`config.mk`:
```
export PLATFORM = sky130hd
export DESIGN_NAME = tally_block_reader_flat
export DESIGN_NICKNAME = d
export VERILOG_FILES = /design/src/rtl/tally_block_reader_if.sv /design/src/rtl/tally_block_reader.sv /design/src/flat_wrapper.sv
export SDC_FILE = /design/constraint.sdc
export NUM_CORES = 1
export LEC_CHECK = 0
export CAP_MARGIN = 10
export CELL_PAD_IN_SITES_DETAIL_PLACEMENT = 2
export CELL_PAD_IN_SITES_GLOBAL_PLACEMENT = 2
export CORE_MARGIN = 2
export CORE_UTILIZATION = 32
export CTS_CLUSTER_SIZE = 25
export DETAILED_ROUTE_END_ITERATION = 7
export PLACE_DENSITY_LB_ADDON = 0.1
export SLEW_MARGIN = 10
export SYNTH_ARGS = -nofsm -noshare
export SYNTH_HDL_FRONTEND = slang
export SYNTH_SLANG_ARGS = --single-unit
```
`constraint.sdc`:
```
create_clock -name clk_in -period 4.1 [get_ports clk_in]
set_clock_uncertainty 0.05 [all_clocks]
set_input_delay 0.82 -clock clk_in [delete_from_list [all_inputs] [get_ports clk_in]]
set_output_delay 0.82 -clock clk_in [all_outputs]
set_load 0.01 [all_outputs]
```
`src/rtl/tally_block_reader_if.sv`:
```
// Signal bundle between the tally reader, the accumulator's chunked read port and a byte sink.
// The master modport is the reader; the slave modport is its environment.
interface tally_block_reader_if #(
    parameter int REGISTER_SIZE   = 32,
    parameter int NUM_BITS_STORED = 4096
);
    localparam int NUM_BLOCKS = NUM_BITS_STORED / REGISTER_SIZE;
    localparam int CNT_W      = $clog2(NUM_BLOCKS) + 1;

    logic                     start_in;
    logic [REGISTER_SIZE-1:0] block_in;
    logic                     block_valid_in;
    logic                     request_next_out;
    logic [7:0]               byte_out;
    logic                     byte_valid_out;
    logic                     byte_ready_in;
    logic                     busy_out;
    logic                     done_out;
    logic [CNT_W-1:0]         block_count_out;

    modport master (
        input  start_in, block_in, block_valid_in, byte_ready_in,
        output request_next_out, byte_out, byte_valid_out, busy_out, done_out, block_count_out
    );

    modport slave (
        output start_in, block_in, block_valid_in, byte_ready_in,
        input  request_next_out, byte_out, byte_valid_out, busy_out, done_out, block_count_out
    );
endinterface

```
`src/rtl/tally_block_reader.sv`:
```
// Walks every accumulator block and streams it LSB byte first, block 0 first, to a byte sink.
// Define TALLY_READER_CHECKSUM_EN to append an XOR checksum byte after the last data byte.
module tally_block_reader #(
    parameter int REGISTER_SIZE   = 32,
    parameter int NUM_BITS_STORED = 4096
) (
    input  logic                 clk_in,
    input  logic                 rst_in,
    tally_block_reader_if.master bus
);
    localparam int NUM_BLOCKS      = NUM_BITS_STORED / REGISTER_SIZE;
    localparam int BYTES_PER_BLOCK = REGISTER_SIZE / 8;
    localparam int IDX_W           = (BYTES_PER_BLOCK > 1) ? $clog2(BYTES_PER_BLOCK) : 1;
    localparam int CNT_W           = $clog2(NUM_BLOCKS) + 1;

    localparam logic [IDX_W-1:0] LAST_IDX   = IDX_W'(BYTES_PER_BLOCK - 1);
    localparam logic [CNT_W-1:0] LAST_BLOCK = CNT_W'(NUM_BLOCKS - 1);

    typedef enum logic [3:0] {
        IDLE,
        WAIT_VALID,
        GUARD1,
        GUARD2,
        CAPTURE,
        SEND,
        ADVANCE,
        FINISH
`ifdef TALLY_READER_CHECKSUM_EN
        , CHKSUM
`endif
    } state_t;

`ifdef TALLY_READER_CHECKSUM_EN
    localparam state_t AFTER_LAST = CHKSUM;
`else
    localparam state_t AFTER_LAST = FINISH;
`endif

    state_t                   r_state;
    state_t                   w_next_state;
    logic [REGISTER_SIZE-1:0] r_shift;
    logic [IDX_W-1:0]         r_byte_idx;
    logic [CNT_W-1:0]         r_block_count;
    logic                     w_byte_valid;
    logic                     w_request;
    logic                     w_done;
    logic                     w_fire;
    logic                     w_last_byte;
    logic [7:0]               w_byte;

    assign w_fire      = w_byte_valid && bus.byte_ready_in;
    assign w_last_byte = (r_byte_idx == LAST_IDX);

    // NOTE: sequential state uses non-blocking assignments so every register samples pre-edge values.
    always_ff @(posedge clk_in or negedge rst_in) begin
        if (!rst_in) begin
            r_state <= IDLE;
        end else begin
            r_state <= w_next_state;
        end
    end

    // NOTE: every signal driven here gets a default first, so no path leaves it unassigned and no latch is inferred.
    always_comb begin
        w_next_state = r_state;
        w_byte_valid = 1'b0;
        w_request    = 1'b0;
        w_done       = 1'b0;
        unique case (r_state)
            IDLE:       if (bus.start_in) w_next_state = WAIT_VALID;
            WAIT_VALID: if (bus.block_valid_in) w_next_state = CAPTURE;
            CAPTURE:    w_next_state = SEND;
            SEND: begin
                w_byte_valid = 1'b1;
                if (bus.byte_ready_in && w_last_byte) begin
                    w_next_state = (r_block_count == LAST_BLOCK) ? AFTER_LAST : ADVANCE;
                end
            end
            ADVANCE: begin
                w_request    = 1'b1;
                w_next_state = GUARD1;
            end
            // The accumulator still shows the old word as valid here; valid is not trusted until after GUARD2.
            GUARD1:     w_next_state = GUARD2;
            GUARD2:     w_next_state = WAIT_VALID;
            FINISH: begin
                w_done       = 1'b1;
                w_next_state = IDLE;
            end
`ifdef TALLY_READER_CHECKSUM_EN
            CHKSUM: begin
                w_byte_valid = 1'b1;
                if (bus.byte_ready_in) w_next_state = FINISH;
            end
`endif
            default:    w_next_state = IDLE;
        endcase
    end

    always_ff @(posedge clk_in or negedge rst_in) begin
        if (!rst_in) begin
            r_shift       <= '0;
            r_byte_idx    <= '0;
            r_block_count <= '0;
        end else begin
            if (r_state == IDLE && bus.start_in) begin
                r_block_count <= '0;
            end
            if (r_state == CAPTURE) begin
                r_shift    <= bus.block_in;
                r_byte_idx <= '0;
            end
            if (r_state == SEND && w_fire) begin
                r_shift    <= r_shift >> 8;
                r_byte_idx <= r_byte_idx + IDX_W'(1);
                if (w_last_byte) r_block_count <= r_block_count + CNT_W'(1);
            end
        end
    end

`ifdef TALLY_READER_CHECKSUM_EN
    logic [7:0] r_xor;

    always_ff @(posedge clk_in or negedge rst_in) begin
        if (!rst_in) begin
            r_xor <= '0;
        end else if (r_state == IDLE && bus.start_in) begin
            r_xor <= '0;
        end else if (r_state == SEND && w_fire) begin
            r_xor <= r_xor ^ r_shift[7:0];
        end
    end

    assign w_byte = (r_state == CHKSUM) ? r_xor : r_shift[7:0];
`else
    assign w_byte = r_shift[7:0];
`endif

    assign bus.byte_out         = w_byte;
    assign bus.byte_valid_out   = w_byte_valid;
    assign bus.request_next_out = w_request;
    assign bus.done_out         = w_done;
    assign bus.busy_out         = (r_state != IDLE);
    assign bus.block_count_out  = r_block_count;
endmodule

```
`src/flat_wrapper.sv`:
```
// flat-port wrapper written by rule: the top's interface ports become plain ports
module tally_block_reader_flat 
#(
    parameter int REGISTER_SIZE   = 32,
    parameter int NUM_BITS_STORED = 4096
)
  (clk_in, rst_in, bus_start_in, bus_block_in, bus_block_valid_in, bus_byte_ready_in, bus_request_next_out, bus_byte_out, bus_byte_valid_out, bus_busy_out, bus_done_out, bus_block_count_out);
  tally_block_reader_if #(.REGISTER_SIZE(REGISTER_SIZE), .NUM_BITS_STORED(NUM_BITS_STORED)) bus_i ();
  input  logic clk_in;
  input  logic rst_in;
  input wire logic [$bits(bus_i.start_in)-1:0] bus_start_in;
  input wire logic [$bits(bus_i.block_in)-1:0] bus_block_in;
  input wire logic [$bits(bus_i.block_valid_in)-1:0] bus_block_valid_in;
  input wire logic [$bits(bus_i.byte_ready_in)-1:0] bus_byte_ready_in;
  output wire logic [$bits(bus_i.request_next_out)-1:0] bus_request_next_out;
  output wire logic [$bits(bus_i.byte_out)-1:0] bus_byte_out;
  output wire logic [$bits(bus_i.byte_valid_out)-1:0] bus_byte_valid_out;
  output wire logic [$bits(bus_i.busy_out)-1:0] bus_busy_out;
  output wire logic [$bits(bus_i.done_out)-1:0] bus_done_out;
  output wire logic [$bits(bus_i.block_count_out)-1:0] bus_block_count_out;
  assign bus_i.start_in = bus_start_in;
  assign bus_i.block_in = bus_block_in;
  assign bus_i.block_valid_in = bus_block_valid_in;
  assign bus_i.byte_ready_in = bus_byte_ready_in;
  assign bus_request_next_out = bus_i.request_next_out;
  assign bus_byte_out = bus_i.byte_out;
  assign bus_byte_valid_out = bus_i.byte_valid_out;
  assign bus_busy_out = bus_i.busy_out;
  assign bus_done_out = bus_i.done_out;
  assign bus_block_count_out = bus_i.block_count_out;
  tally_block_reader #(.REGISTER_SIZE(REGISTER_SIZE), .NUM_BITS_STORED(NUM_BITS_STORED)) u_core (.clk_in(clk_in), .rst_in(rst_in), .bus(bus_i));
endmodule
```
# ---- Word-level counts from Yosys, hierarchy flattened
# Cells that the tools add are included.
dict set report totals {
  inputBits 37
  wordCells 41
  ff_bits 46
}
dict set report classes {
  mux 15
  n_reduce_logical 8
  eq_ne 12
  n_addsub 2
}
# op count
set op_table {}
lappend op_table {{32-bit two-way mux} 2}
lappend op_table {{4-bit one-hot mux with 7 select lines} 1}
lappend op_table {{8-bit two-way mux} 3}
lappend op_table {{4-bit by 3-bit == test with 1-bit output (second input constant)} 4}
lappend op_table {{4-bit two-way mux} 3}
lappend op_table {{8-bit by 1-bit adder with 8-bit output (second input constant)} 1}
lappend op_table {{4-bit by 2-bit == test with 1-bit output (second input constant)} 2}
lappend op_table {{8-bit by 7-bit == test with 1-bit output (second input constant)} 1}
lappend op_table {{4-bit by 1-bit == test with 1-bit output (second input constant)} 1}
lappend op_table {{1-bit logical AND} 4}
lappend op_table {{4-bit zero test} 1}
lappend op_table {{1-bit two-way mux} 4}
lappend op_table {{2-bit two-way mux} 2}
lappend op_table {{2-bit inequality test (second input constant)} 2}
lappend op_table {{4-bit nonzero test} 1}
lappend op_table {{3-bit AND reduction} 1}
lappend op_table {{2-bit by 1-bit adder with 2-bit output (second input constant)} 1}
lappend op_table {{2-bit == test (second input constant)} 1}
lappend op_table {{2-bit by 1-bit inequality test with 1-bit output (second input constant)} 1}
lappend op_table {{2-bit nonzero test} 1}

# ---- Depth between registers and ports, before layout
# Gate-level depths: netlist (run 1).
dict set report depth {
  word_depth 5
  ltp_mapped 5
  mapped_depth_nobuf 4
}

# ---- Least setup slack after synthesis (run 1)
# Ideal clock, no wire load.
dict set report synth_timing {
  path_type {input -> register}
  from {input bus_start_in}
  to {register u_core.r_block_count[5] (netlist: u_core.bus.block_count_out[5])}
  setup_slack_ps 2237
  arrival_ps 1680
  required_time_ps 3916
  path_stages 4
  path_cell_list {or4b_2 clkbuf_1 nand2b_1 mux2i_1}
}
dict set report synth_between {
  elab_chain_len 4
}
# element line_no
set synth_lines {}
lappend synth_lines {{start: declaration} flat_wrapper.sv:11} ;# input wire logic [$bits(bus_i.start_in)-1:0] bus_start_in;
lappend synth_lines {{1-bit logical AND *} tally_block_reader.sv:106} ;# if (r_state == IDLE && bus.start_in) begin
lappend synth_lines {{8-bit two-way mux *} tally_block_reader.sv:106}
lappend synth_lines {{8-bit two-way mux} tally_block_reader.sv:116} ;# if (w_last_byte) r_block_count <= r_block_count + CNT_W'(1);
lappend synth_lines {{8-bit two-way mux *} tally_block_reader.sv:113} ;# if (r_state == SEND && w_fire) begin
lappend synth_lines {{end signal: assignment} tally_block_reader.sv:116}
lappend synth_lines {{end: declaration} tally_block_reader.sv:43} ;# logic [CNT_W-1:0] r_block_count;
# Every way passes the cells marked *; elsewhere a longest branch is shown, timed or not.
# A chain may end at the register's enable or synchronous reset.

# ---- Worst setup path in the final report (run 1)
dict set report layout_timing {
  from {register u_core.r_state[0]}
  to {output bus_busy_out}
}
dict set report layout_between {
  elab_chain_len 1
}
# element line_no
set layout_lines {}
lappend layout_lines {{start: declaration} tally_block_reader.sv:39} ;# state_t r_state;
lappend layout_lines {{start signal: assignment} tally_block_reader.sv:59} ;# r_state <= w_next_state;
lappend layout_lines {{4-bit nonzero test} tally_block_reader.sv:143} ;# assign bus.busy_out = (r_state != IDLE);
lappend layout_lines {{end: declaration} flat_wrapper.sv:18} ;# output wire logic [$bits(bus_i.busy_out)-1:0] bus_busy_out;
# Every way passes these cells.

==> results of run 1 <==
## power by group
part / switching, uW / internal (uW) / total [uW]
registers: 140 / 611 / 751
clock network: 152 / 121 / 273
logic: 368 / 392 / 760
## metal layers
metal	vias up	GRT usage [%]	wire length (um)
met3	7	3.71	240
met4	0	3.41	50
met2	38	25.4	2620
met5	-	0	0
li1	787	-	-
met1	829	21.7	2660
## logic make-up after synthesis
kind of cell	after synthesis
AOI/OAI and AO/OA	64
adders and majority gates	2
buffers and inverters	25
DFF	45
muxes	7
and+or+nand+nor	54
## flip-flops by register name (all words and copies together) (netlist names)
| name | flops |
|---|---|
| u_core.r_byte_idx | 2 |
| u_core.r_state | 3 |
| u_core.r_shift | 32 |
| u_core.bus.block_count_out | 8 |
## layout make-up
type	count	area share (%)
Timing Repair Buffer	58	20.5
Clock inverter	1	0.270
Multi-Input combinational cell	127	32.2
Sequential cell	45	40.5
Clock buffer	7	2.75
Inverter	2	0.270
Tap cell	77	3.47
## worst reg2reg max path, cell delays in order (launching register included)
cell,delay (ns)
dfrtp_1,0.54
nor3b_4,0.23
buf_4,0.26
nor2_2,0.79
mux2_2,0.31
## per-stage QoR
stage | instance area, sq um | utilization, % | hold slack [ns] | std cells
2_1_floorplan | 2160 | - | 0.400 | 197
3_3_place_gp | 2700 | 41.7 | 0.407 | 309
3_5_place_dp | 2700 | 41.7 | 0.424 | 309
4_1_cts | 2780 | 43.0 | 0.444 | 317
5_1_grt | 2780 | 43.0 | 0.460 | 317
6_report | 2780 | 43.0 | 0.440 | 317
## final timing paths
check                                  startpoint                             to  slack, ns  depth (start not counted)
worst max-delay path            u_core.r_state[0]                   bus_busy_out       1.46                          2
min in group asynchronous                  rst_in              u_core.r_shift[0]       0.63                          1
worst min register to register  u_core.r_shift[5]              u_core.r_shift[5]       0.44                          1
max in group asynchronous                  rst_in  u_core.bus.block_count_out[6]       2.72                          1
worst max register to register  u_core.r_state[2]           u_core.r_byte_idx[0]       1.87                          4
worst min-delay path            u_core.r_shift[5]              u_core.r_shift[5]       0.44                          1
## placed cells by master, fill, tap and decap left out, drive strengths merged, types with 4 or more instances in the layout
| master | synthesis | routed |
|---|---|---|
| nand4 | 4 | 4 |
| a22o | 25 | 25 |
| a21o | 24 | 24 |
| nor2 | 4 | 4 |
| a21oi | 11 | 11 |
| clkdlybuf4s50 | 0 | 55 |
| nand2 | 27 | 27 |
| mux2i | 6 | 6 |
| dfrtp | 45 | 45 |
| clkbuf | 5 | 7 |
==> results.md, run 1 <==
* DP HPWL at 3.86 mm
* Starting Density at between 30% and 40%
* Slew Limit Headroom at 31.9%
* Synthesis-to-layout area growth at 28.5%
* Synth cell types at 35
* PD cells at approximately 640 nW/um^2
* Crit path kind: reg2out
* Crit path cell chain: or3_1, clkdlybuf4s50_1
* Placement Setup Slack at 1.32 ns
* Crit path max-delay family: flip-flops
* Simple-Gate Fraction of Synth Area at 14.0%
* ANT nets after route at 0
* Fillcell total at 700
* Post-layout min period at about 2.6 ns
* Status: finished, final reports clean
* Nets at 278
* # IOs at 57
* Top-count cell post-synth: dfrtp_1
* Max Fclk at 379 MHz
* Multiplexer share of the synthesized area at 3.30%
* Vias post-DR at 1,661
* Post-synth EDFFs at 0
* Critical path data arrival time at 1.77 ns
* Max incr delay on CP at 0.55 ns
* Antenna diode count at 0
* Hold Violations, Final at 0
* Pre-antenna DRT Iters at 4
* Post-CTS Hold Fix Bufs at 0
* Mean Syn Cell Area at 11.0 sq um
* Worst EP required at 3.23 ns
* Synth Flop Type: dfrtp_1
* Die Width at 86.2 um
* Largest family of logic cells by synthesized area: compound AO/OA/AOI/OAI gates
* Post-Synth XOR/XNOR Area at 0%
* Post-Syn Area at 2160 sq um
* Total congestion overflow at 0
* CTS Buffer Depth at 2
* Post-CTS setup repair buffer count at 0
* DRC viols at 0
* Top cells by area, synth: dfrtp_1 (52%), a22o_1 (10%), a21o_1 (8.3%)
* Mapped Nets at 236
* Final setup fails at 0
* Worst slew pin tran at 1.02 ns
* Initial antenna violation count at 0
* H-tree depth at 2
* RD Place Congestion at approximately 0.7
* Worst VDD drop at 180 uV
* Clk slew on worst S/H paths at 0.09 ns
* Critical path fanouts, max at 13
* Period utilization at 64.4%
* Vias per cell at 5.24
* Num rows at 29
* Syn Inst Count at 197
* Leak Pwr at 0.00134 uW
* CTS tree: built
* CP bufs+invs at 1
* YS warnings at 0
* Later-pin clock latency in the skew report at 0.30 ns
* Register area share after synthesis at 52.1%
* Synthesis-stage register bit count at 45
* Setup crit end kind: primary output
* Number of global-route vias before repair at 1,794
* Largest net degree at the start of global routing at 46
* Slowest CP cell: dfrtp_1
* Die height at 86.2 um
* First-pass GRT wire length at 9.29 mm
* Total track usage at about 16%
* Share of cells above drive strength 1 at 7.08%
* Synth cell count leaders: dfrtp_1 (45), nand2_1 (27), a22o_1 (25)
* Clk sinks at between 40 and 50
* Worst setup SP type: flop
* HP Class: reg2reg
* Root Driver: clkbuf_8
* Share of Yosys cell area claimed by the top area cell type at 52.1%
* Buffers on Ports at between 50 and 60
* Post-synth top area cell: dfrtp_1
* Post-synthesis adder-cell area fraction at 1.16%
* Setup TNS at 0 ns
* Multi-input combinational cell area at approximately 890 sq um
* 1st-iter DRT viols at 82
* CTS buffer count at 5
* Post-cts repair resize count at 0
* Core area at 6460 sq um
* Design Power at about 1800 uW
* Max cap viols at 0
* Final worst slack at 1.46 ns
* Die area at 7430 sq um
* WL per Instance at 17.6 um
* Slew Limit Fails at 0
* Reg area at about 1100 sq um
* Compound-Gate Fraction of Synth Area at 22.6%
* Asr flop ratio synth at 100%
* Setup repair after global routing missed its margin: no
* WL final at 5.57 mm
Power figures use the tool's default switching activity.
==> run 2: changes to the inputs <==
CORE_UTILIZATION = 27   (was 32)
clock period = 2.25 ns   (was 4.1 ns; I/O delays follow)
==> results.md, run 2 (synthesis gave the netlist of run 1 again) <==
* DRC viols at 0 (unchanged)
* Starting Density at 28.0% (was 33.5%)
* WL per Instance at 16.4 um (was 17.6 um)
* Commonest non-fill, non-tap cell in the layout: clkdlybuf4s50_1 (unchanged)
* PD cells at 1190 nW/um^2 (was 642 nW/um^2)
* Num rows at 32 (was 29)
* R2R Setup Slk at 0.57 ns (was 1.87 ns)
* DP HPWL at 3.86 mm (about the same)
* Largest net degree at the start of global routing at 41 (was 46)
* Share of cells above drive strength 1 at 10.2% (was 7.08%)
* Vias post-DR at 1,699 (was 1,661)
* Die area at 8740 sq um (was 7430 sq um)
* Synthesis-to-layout area growth at 35.1% (was 28.5%)
* Max cap viols at 0 (unchanged)
* Worst r2r dst: u_core.r_shift[27] (was u_core.r_byte_idx[0])
* Reg2reg path depth at 5 (was 4)
* Clk slew on worst S/H paths at 0.08 ns (was 0.09 ns)
* Worst slew pin tran at 0.430 ns (was 1.02 ns)
* Internal power component at 2280 uW (was 1120 uW)
* FF-to-FF Start: u_core.r_state[0] (was u_core.r_state[2])
* Max reg flops at 32 (unchanged)
* RD Place Congestion at 0.687 (was 0.710)
* Antenna diode count at 0 (unchanged)
* Placement Setup Slack at 0.173 ns (was 1.32 ns)
* Status: finished, final reports clean (unchanged)
* Crit path kind: reg2out (unchanged)
* Max Fclk at ~470 MHz
* Setup repair after global routing missed its margin: no (unchanged)
* # IOs at 57 (unchanged)
* Vias per cell at 4.90 (was 5.24)
* Worst setup SP type: flop (unchanged)
* Switching Fraction at 34.5% (was 37.0%)
* Final worst slack at 0.104 ns (was 1.46 ns)
* Total track usage at 14.0% (was 15.8%)
* Clk sinks at 45 (unchanged)
* Nets at 283 (was 278)
* Later-pin clock latency in the skew report at 0.29 ns (was 0.30 ns)
* Critical path data arrival time at 1.65 ns (was 1.77 ns)
* ANT nets after route at 0 (unchanged)
* Period utilization at between 90% and 100%
* Hold WS at 0.0398 ns (was 0.440 ns)
* Critical Path Start: u_core.r_state[1] (was u_core.r_state[0])
* Switching power at 1200 uW (was 660 uW)
* H-tree depth at 2 (unchanged)
* Placed cell count at 337 (was 309)
* Hold Violations, Final at 0 (unchanged)
* Most frequent cells in the layout: clkdlybuf4s50_1 (55), dfrtp_1 (43), nand2_1 (27) (was clkdlybuf4s50_1 (55), dfrtp_1 (45), nand2_1 (27))
* Leak Pwr at 0.00140 uW (was 0.00134 uW)
* Slew Limit Headroom at 70.9% (was 31.9%)
* Logic pwr share at 42.9% (was 42.6%)
* Post-layout min period at 2.15 ns
* Post-CTS Hold Fix Bufs at 0 (unchanged)
* Die height at 93.5 um (was 86.2 um)
* CTS tree: built (unchanged)
* Flop pwr share at 38.9% (was 42.1%)
* Number of global-route vias before repair at 1,786 (was 1,794)
* Slew Limit Fails at 0 (unchanged)
* Final setup fails at 0 (unchanged)
* Worst VDD drop at 426 uV (was 180 uV)
* Buffers on Ports at 56 (unchanged)
* Critical path fanouts, max at 9 (was 13)
* HP Class: in2async (was reg2reg)
* Die Width at 93.5 um (was 86.2 um)
* Core area at 7730 sq um (was 6460 sq um)
* CTS Buffer Depth at 2 (unchanged)
* Top reg by flops: u_core.r_shift (unchanged)
* WL final at 5.68 mm (was 5.57 mm)
* Pre-antenna DRT Iters at 4 (unchanged)
* First-pass GRT wire length at 9.45 mm (was 9.29 mm)
* Initial antenna violation count at 0 (unchanged)
* Part of the power in the clock network at 18.1% (was 15.3%)
* 1st-iter DRT viols at 54 (was 82)
* Setup crit end kind: primary output (unchanged)
* Setup TNS at 0 ns (unchanged)
* Worst EP required at 1.75 ns (was 3.23 ns)
* Final std cells w/o fill at 347 (was 317)
* Root Driver: clkbuf_8 (unchanged)
* Total congestion overflow at 0 (unchanged)
* CTS buffer count at 5 (unchanged)
## run 2: changes by cell type in the layout (fill, tap and decap cells not counted), sizes merged
cell | previous run | this run
clkinvlp | 1 | 0
buf | 3 | 8
bufinv | 0 | 1
## run 2: how the worst max path moves through the flow
stage,to,slack (ns),depth (start not counted)
final,bus_busy_out,0.10,2
after global placement,u_core.bus.block_count_out[5],0.21,4
after global routing,bus_busy_out,0.03,2
after floorplan,u_core.r_state[0],0.74,4
after detailed placement,u_core.bus.block_count_out[0],0.17,4
after CTS,bus_busy_out,0.03,2
## run 2: timing repair
action,4_1_cts,5_1_grt
resized for setup,1,1
endpoints found under the setup margin,1,2
setup buffers,0,2
## run 2: final cells by class
type                       instances  area (sq um)
clock inverter                     1          30.0
inverter                           2          7.51
fill                             811          4810
timing repair buffer              63           646
multi-input combinational        127           895
clock buffer                       7          86.3
sequential                        45          1130
tap                              102           128
## run 2: worst max-delay path: stages, from the launching register on
cell	delay, ns
dfrtp_2	0.47
or3_1	0.40
clkdlybuf4s50_1	0.49
## run 2: per-stage QoR
stage,cell area (sq um),utilization [%],total power (uW)
after floorplan,2160,-,2340
after global placement,2790,36.1,2830
after detailed placement,2790,36.1,2890
after CTS,2900,37.6,3540
after global routing,2920,37.8,3740
final,2920,37.8,3470
## run 2: routing by layer
metal  global-route usage [%]  wire length, um  vias up
li1                         -                -      801
met1                     20.7             2820      855
met2                     20.0             2490       39
met3                     3.22              301        4
met4                     4.41               60        0
met5                        0                0        -
## run 2: power by group through the flow
stage / Combinational, uW / Sequential [uW] / Clock (uW)
after floorplan: 1070 / 1270 / 0
after global placement: 1460 / 1360 / 0
after detailed placement: 1510 / 1380 / 0
after CTS: 1520 / 1370 / 657
after global routing: 1650 / 1410 / 681
final: 1490 / 1350 / 629
==> run 3: changes to the inputs <==
ABC_AREA = 0   (was not set)
==> results of run 3 <==
Final layout, timing and power as in run 2 (identical DEF).
